### src/rtl/dsp_post_adder_acc.sv
// DSP48A1 post-adder/accumulator: OPMODE-driven X/Z muxes, 48-bit add/sub with carry-in, P feedback.
// Optional signed-overflow flag enabled by defining POSTADD_OVF_EN.
module dsp_post_adder_acc #(
    parameter int PREG        = 1,
    parameter int CARRYOUTREG = 1,
    parameter int OPMODEREG   = 1,
    parameter int CARRYINREG  = 1,
    parameter int CARRYINSEL  = 1
) (
    input  logic        CLK,
    input  logic        RST,
    input  logic        CEP,
    input  logic        CEOPMODE,
    input  logic        CECARRYIN,
    input  logic [7:0]  OPMODE,
    input  logic [35:0] M,
    input  logic [47:0] DAB,
    input  logic [47:0] C,
    input  logic [47:0] PCIN,
    input  logic        CARRYIN,
    output logic [47:0] P,
    output logic [47:0] PCOUT,
    output logic        CARRYOUT,
    output logic        CARRYOUTF,
    output logic        OVERFLOW
);

    logic [7:0]  opm;
    logic        cin_raw;
    logic        cin;
    logic [47:0] p_fb;
    logic [47:0] x_mux;
    logic [47:0] z_mux;
    logic [48:0] r;
    logic [47:0] p_d;
    logic        co_d;

    generate
        if (OPMODEREG != 0) begin : g_opm_reg
            logic [7:0] opm_q;
            always_ff @(posedge CLK or posedge RST) begin
                if (RST)
                    opm_q <= '0;
                else if (CEOPMODE)
                    opm_q <= OPMODE;
            end
            assign opm = opm_q;
        end else begin : g_opm_wire
            assign opm = OPMODE;
        end

        if (CARRYINSEL != 0) begin : g_cin_opm
            assign cin_raw = opm[5];
        end else begin : g_cin_port
            assign cin_raw = CARRYIN;
        end

        if (CARRYINREG != 0) begin : g_cin_reg
            logic cin_q;
            always_ff @(posedge CLK or posedge RST) begin
                if (RST)
                    cin_q <= 1'b0;
                else if (CECARRYIN)
                    cin_q <= cin_raw;
            end
            assign cin = cin_q;
        end else begin : g_cin_wire
            assign cin = cin_raw;
        end
    endgenerate

    always_comb begin
        x_mux = '0;
        case (opm[1:0])
            2'd0:    x_mux = '0;
            2'd1:    x_mux = {{12{M[35]}}, M};
            2'd2:    x_mux = p_fb;
            default: x_mux = DAB;
        endcase
    end

    always_comb begin
        z_mux = '0;
        case (opm[3:2])
            2'd0:    z_mux = '0;
            2'd1:    z_mux = PCIN;
            2'd2:    z_mux = p_fb;
            default: z_mux = C;
        endcase
    end

    // Bit 48 of the subtract result is the borrow out.
    always_comb begin
        r = '0;
        if (opm[7])
            r = {1'b0, z_mux} - ({1'b0, x_mux} + {48'd0, cin});
        else
            r = {1'b0, z_mux} + {1'b0, x_mux} + {48'd0, cin};
    end

    assign p_d  = r[47:0];
    assign co_d = r[48];

    generate
        if (PREG != 0) begin : g_p_reg
            logic [47:0] p_q;
            always_ff @(posedge CLK or posedge RST) begin
                if (RST)
                    p_q <= '0;
                else if (CEP)
                    p_q <= p_d;
            end
            assign P    = p_q;
            assign p_fb = p_q;
        end else begin : g_p_wire
            // Without a P register, feedback reads as zero to avoid a combinational loop.
            assign P    = p_d;
            assign p_fb = '0;
        end

        if (CARRYOUTREG != 0) begin : g_co_reg
            logic co_q;
            always_ff @(posedge CLK or posedge RST) begin
                if (RST)
                    co_q <= 1'b0;
                else if (CEP)
                    co_q <= co_d;
            end
            assign CARRYOUT = co_q;
        end else begin : g_co_wire
            assign CARRYOUT = co_d;
        end
    endgenerate

`ifdef POSTADD_OVF_EN
    logic ovf_d;
    always_comb begin
        ovf_d = 1'b0;
        if (opm[7])
            ovf_d = (x_mux[47] != z_mux[47]) && (r[47] != z_mux[47]);
        else
            ovf_d = (x_mux[47] == z_mux[47]) && (r[47] != z_mux[47]);
    end

    generate
        if (CARRYOUTREG != 0) begin : g_ovf_reg
            logic ovf_q;
            always_ff @(posedge CLK or posedge RST) begin
                if (RST)
                    ovf_q <= 1'b0;
                else if (CEP)
                    ovf_q <= ovf_d;
            end
            assign OVERFLOW = ovf_q;
        end else begin : g_ovf_wire
            assign OVERFLOW = ovf_d;
        end
    endgenerate
`else
    assign OVERFLOW = 1'b0;
`endif

    assign PCOUT     = P;
    assign CARRYOUTF = CARRYOUT;

    // Ignored OPMODE bits and inputs that some parameter sets leave unconnected.
    logic unused_ok;
    assign unused_ok = ^{opm[6], opm[4], CARRYIN, CEP, CEOPMODE, CECARRYIN};

endmodule

### config.mk
export PLATFORM = sky130hd
export DESIGN_NAME = dsp_post_adder_acc
export DESIGN_NICKNAME = d
export VERILOG_FILES = /design/src/rtl/dsp_post_adder_acc.sv
export SDC_FILE = /design/constraint.sdc
export NUM_CORES = 1
export LEC_CHECK = 0
export ABC_AREA = 1
export BUFFER_PORTS_ARGS = -buffer_cell sky130_fd_sc_hd__clkbuf_2
export CORE_ASPECT_RATIO = 2
export CORE_UTILIZATION = 52
export DETAILED_ROUTE_END_ITERATION = 6
export PLACE_DENSITY = 0.9
export SETUP_SLACK_MARGIN = 0.3
export SYNTH_ARGS = -nofsm -noshare
export SYNTH_HDL_FRONTEND = slang
export SYNTH_SLANG_ARGS = --single-unit
### constraint.sdc
create_clock -name CLK -period 3.4 [get_ports CLK]
set_input_delay 0.51 -clock CLK [delete_from_list [all_inputs] [get_ports CLK]]
set_output_delay 0.51 -clock CLK [all_outputs]
set_load 0.01 [all_outputs]
==> reports/summary.txt, run 1 <==
Cts-stage hold buffer count: 0
Core Rows: 80
Mux cell area share after synthesis: 0.08850%
RePlAce Congestion: 1.139
Status: did not finish
Dpl hpwl: 53.72 mm
Post-Synth Simple-Gate Area: 33.34%
Global router's overall resource usage: 74.97%
Largest net degree at the start of global routing: 54
Yosys reg bits: 56
Num CTS Buffers: 5
Vias in the first global route: 22080
Syn Area/Cell: 5.708 um^2
Compound-Gate Fraction of Synth Area: 24.47%
Halt Stage: global routing
Die Height: 223.2 um
Port bufs: 288
Syn Nets: 2566
First-pass GRT wire length: 144.0 mm
Total grt overflow: 241
Post-synth cell types: 56
Xor/xnor cell area share of the yosys netlist: 0.9637%
Die W: 112.6 um
Worst slack, placed: -0.4556 ns
Synth Area in Adders: 14.18%
Largest family of logic cells by synthesized area: simple AND/OR/NAND/NOR gates
Clock Path Buffers: 2
Error: [ERROR GRT-0116] Global routing finished with congestion. Check the congestion regions in the DRC Viewer.
Cells after Synth: 2229
Clock root buffer: clkbuf_16
Io pins: 293
Post-Syn Area: 12720 um^2
Synth warnings: 0
Initial Utilization: 53.19%
Clock Sinks: 56
Seq/Total Area, Yosys: 11.01%
H-tree levels: 2
-- through the flow --
step                std cells  area, um^2  hold WS [ns]
CTS                      3158       19460        0.3167
detailed placement       3122       17280        0.4766
global placement         3122       17280        0.4623
floorplan                2229       12740        0.4438
-- layer usage --
metal  overflow  track usage (%)
met1          0            74.84
met2        149            94.70
met3          2            54.52
met4         88            77.98
met5          2            14.14
-- synthesized netlist by cell type (all sizes together) --
master  instances  area, um^2
mux2            1       11.26
xnor2           2       17.52
xor2           12       105.1
a31oi          23       143.9
nand2         471        1909
and3            1       6.260
a21o            8       60.06
fa              2       40.04
nand3b          3       22.52
inv           373        1405
o21bai         23       176.4
or2             8       50.05
nor3           24       125.1
a211oi          1       7.510
o22ai          14       87.58
o211ai         28       210.2
conb            1       3.750
nand3         162       855.8
nand4          19       118.9
o21ai         177       908.4
ha            141        1764
dfrtp          56        1401
a21boi          9       78.82
buf            66       466.7
a21oi         241        1236
nor2          293        1122
a221oi          9       78.83
clkbuf         41       153.9
o21a           11       82.58
nor4            4       31.28
a22oi           5       42.54
-- timing repair --
action,4_1_cts
gates resized for setup,411
cloned,1
setup buffers,27
pin swaps,99
endpoints found under the setup margin,46
-- kinds of logic after synthesis --
kind of cell,Yosys count
AND/OR/NAND/NOR,985
AO/OA/AOI/OAI,549
buffers and inverters,480
adder cells (fa/ha/maj),143
flip-flops,56
XOR/XNOR,14
other,1
multiplexers,1
==> run 2: changes to the inputs <==
CORE_ASPECT_RATIO = unset   (was 2)
CORE_UTILIZATION = 40   (was 52)
PLACE_DENSITY = unset   (was 0.9)
PLACE_DENSITY_LB_ADDON = 0.15   (was unset)
SETUP_SLACK_MARGIN = unset   (was 0.3)
clock period = 4.4 ns   (was 3.4 ns; I/O delays follow)
==> run 2 against run 1 <==
  * The flow now finishes without violations
  * Synthesized cell count unchanged
  * Area after synthesis unchanged
==> reports/summary.txt, run 2 <==
Total negative slack: 0 ns
Syn Area/Cell: 5.708 um^2 (unchanged)
DRC Markers: 0
Top FF cell, synth: dfrtp_1
Slew HR: 41.25%
First-pass GRT wire length: 89.14 mm
Pre-antenna DRT Iters: 6
Top post-synthesis cells by area: ha_1, nand2_1, dfrtp_1
Fraction of layout cells with a size suffix above 1: 17.91%
Seq/Total Area, Yosys: 11.01% (unchanged)
Maximum vdd drop: 0.4209 mV
Count leader, synth: nand2_1
Die Height: 180.4 um (-19%)
Post-Syn Area: 12720 um^2 (unchanged)
Final setup vio count: 0
Status: complete, no violations
Wire per inst: 20.83 um
Drt initial violations: 1620
Final hold viol count: 0
Via density: 5.552
Slew Viols, Final: 0
Critical Path Source Type: register
Clock Sinks: 56 (unchanged)
Port bufs: 288 (unchanged)
Clock root buffer: clkbuf_16
Total Wirelength: 60.00 mm
Core Rows: 64 (-20%)
Top cells by count, synth: nand2_1, inv_1, nor2_1
Period Utilization, post-route: 94.01%
Commonest non-fill, non-tap cells in the layout: nand2_1, inv_1, clkbuf_2, nor2_1, a21oi_1
Cells after Synth: 2229 (unchanged)
Worst Path Required: 4.61 ns
Mux cell area share after synthesis: 0.08850% (unchanged)
Synth warnings: 0 (unchanged)
Slew @ Worst Pin: 0.8813 ns
Later-pin clock latency in the skew report: 0.34 ns
Sequential fraction of design power: 11.2%
Clock Path Buffers: 2 (unchanged)
Layout net count: 2821
Max reg flops: 48
Die area: 32530 um^2
Clock power frac: 5.1%
Final Total Pwr: 0.009195 W
NetSw: 0.005718 W
Area Growth Syn to Fin: 15.80%
Io pins: 293 (unchanged)
Fillers: 3448
# diodes: 0
Total grt overflow: 0
H-tree levels: 2 (unchanged)
Pwr per Cell Area: 624.1 nW/um^2
Post-synth cell types: 56 (unchanged)
Synth area leader: ha_1
Clock tree from TritonCTS: built
RSZ-0062 raised after global routing: false
Logic pwr share: 83.7%
Initial antenna violation count: 0
Largest fanout on the critical path: 18
Skew final: 0.02579 ns
Syn Nets: 2566 (unchanged)
Post-synth EDFFs: 0 (unchanged)
Max-cap violations: 0
Worst setup path category: reg -> reg
Yosys top cell area share: 13.87% (unchanged)
Largest family of logic cells by synthesized area: simple AND/OR/NAND/NOR gates
Critical path arrival: 4.35 ns
Post-Synth Simple-Gate Area: 33.34% (unchanged)
Reg clk slew, reported paths: 0.08 ns
Dpl hpwl: 51.37 mm (-4.4%)
Post-CTS Setup Bufs: 0 (-100%)
Detail Route Antenna Nets: 0
Int Pwr: 0.003477 W
Initial Utilization: 41.16% (-12 points)
Largest net degree at the start of global routing: 70
Synth Area in Adders: 14.18% (unchanged)
Xor/xnor cell area share of the yosys netlist: 0.9637% (unchanged)
Vias in the first global route: 14890
Vias post-DR: 16000
Post-synth ARST share: 100.0% (unchanged)
Tmin final: 4.136 ns
Max Freq: 0.2418 GHz
Die W: 180.4 um (+60%)
Crit path capture type: register
Yosys reg bits: 56 (unchanged)
LEAKAGE: 7.620 nW
Num CTS Buffers: 5 (unchanged)
Compound-Gate Fraction of Synth Area: 24.47% (unchanged)
HP Class: in -> async
Core Area: 30910 um^2
Global router's overall resource usage: 36.25%
RePlAce Congestion: 1.065 (-6.5%)
Commonest non-fill, non-tap cell in the layout: nand2_1
Switch share: 62.19%
[run 2: cell counts after synthesis]
No cell type changed its count.
[run 2: cells by family (layout without fill, tap and decap cells)]
| logic type | Yosys count | count (layout) |
|---|---|---|
| AND/OR/NAND/NOR | 985 | 985 |
| AO/OA/AOI/OAI | 549 | 549 |
| buffers and inverters | 480 | 736 |
| adder cells (fa/ha/maj) | 143 | 143 |
| flip-flops | 56 | 56 |
| XOR/XNOR | 14 | 14 |
| other | 1 | 1 |
| multiplexers | 1 | 1 |
[run 2: final cells by class]
type | count | area [um^2] | area share, %
Clock inverter | 3 | 25.02 | 0.1698
Inverter | 373 | 1405 | 9.536
Tap cell | 396 | 495.5 | 3.363
Clock buffer | 5 | 125.1 | 0.8492
Sequential cell | 56 | 1404 | 9.528
Timing Repair Buffer | 355 | 1957 | 13.28
Multi-Input combinational cell | 1693 | 9323 | 63.27
[run 2: worst paths after layout]
kind	from	end	slack, ns	depth (start not counted)
min in group CLK	g_opm_reg.opm_q[5]	cin	0.49	2
worst min register to register	g_opm_reg.opm_q[5]	cin	0.49	2
worst max-delay path	g_opm_reg.opm_q[1]	P[42]	0.26	20
worst max register to register	g_opm_reg.opm_q[1]	P[42]	0.26	20
max in group asynchronous	RST	g_opm_reg.opm_q[2]	2.99	3
worst min-delay path	RST	P[45]	0.42	2
[run 2: what timing repair did]
item,CTS,global route
hold buffers,0,0
hold endpoints to repair,0,0
endpoints found under the setup margin,0,6
resized for setup,0,6
[run 2: critical path: stages (launching register included)]
cell	delay (ns)
dfrtp_1	0.42
buf_4	0.26
nand3_1	0.11
nand3_2	0.14
xor2_1	0.16
inv_1	0.06
ha_1	0.16
o21bai_1	0.36
fa_1	0.64
nand3_1	0.15
nor2_1	0.06
nor2_2	0.19
inv_2	0.09
nand2_1	0.07
nand2_1	0.14
nand3_1	0.11
nand3_1	0.17
o21ai_0	0.46
nand2_1	0.11
nand2_1	0.09
nand2_1	0.07
[run 2: stage by stage]
| stage | hold slack (ns) | utilization [%] | std cells | area (um^2) | setup slack, ns |
|---|---|---|---|---|---|
| finish | 0.4165 | 47.67 | 2881 | 14730 | 0.2636 |
| floorplan | 0.4438 | - | 2229 | 12720 | 1.144 |
| CTS | 0.4130 | 47.59 | 2881 | 14710 | 0.2112 |
| global route | 0.4463 | 47.67 | 2881 | 14730 | 0.006986 |
| detailed placement | 0.4747 | 47.10 | 2873 | 14560 | 0.2493 |
| global placement | 0.4660 | 47.10 | 2873 | 14560 | 0.3707 |
[run 2: power groups by stage]
stage / Combinational [W] / Sequential, W / Clock, W
after global routing: 0.00840 / 0.00107 / 0.000498
after CTS: 0.00747 / 0.00103 / 0.000479
after floorplan: 0.00485 / 0.00104 / 0
after detailed placement: 0.00743 / 0.00104 / 0
final: 0.00769 / 0.00103 / 0.000471
after global placement: 0.00741 / 0.00103 / 0
[run 2: layer usage]
metal / up-vias / routed length (um) / GRT usage, %
met5: - / 0 / 0
met4: 0 / 1431 / 8.957
met3: 76 / 5531 / 6.124
met2: 786 / 25710 / 56.79
met1: 7392 / 27330 / 51.23
li1: 7741 / - / -
Note: power is estimated with default switching activity, not from simulation.
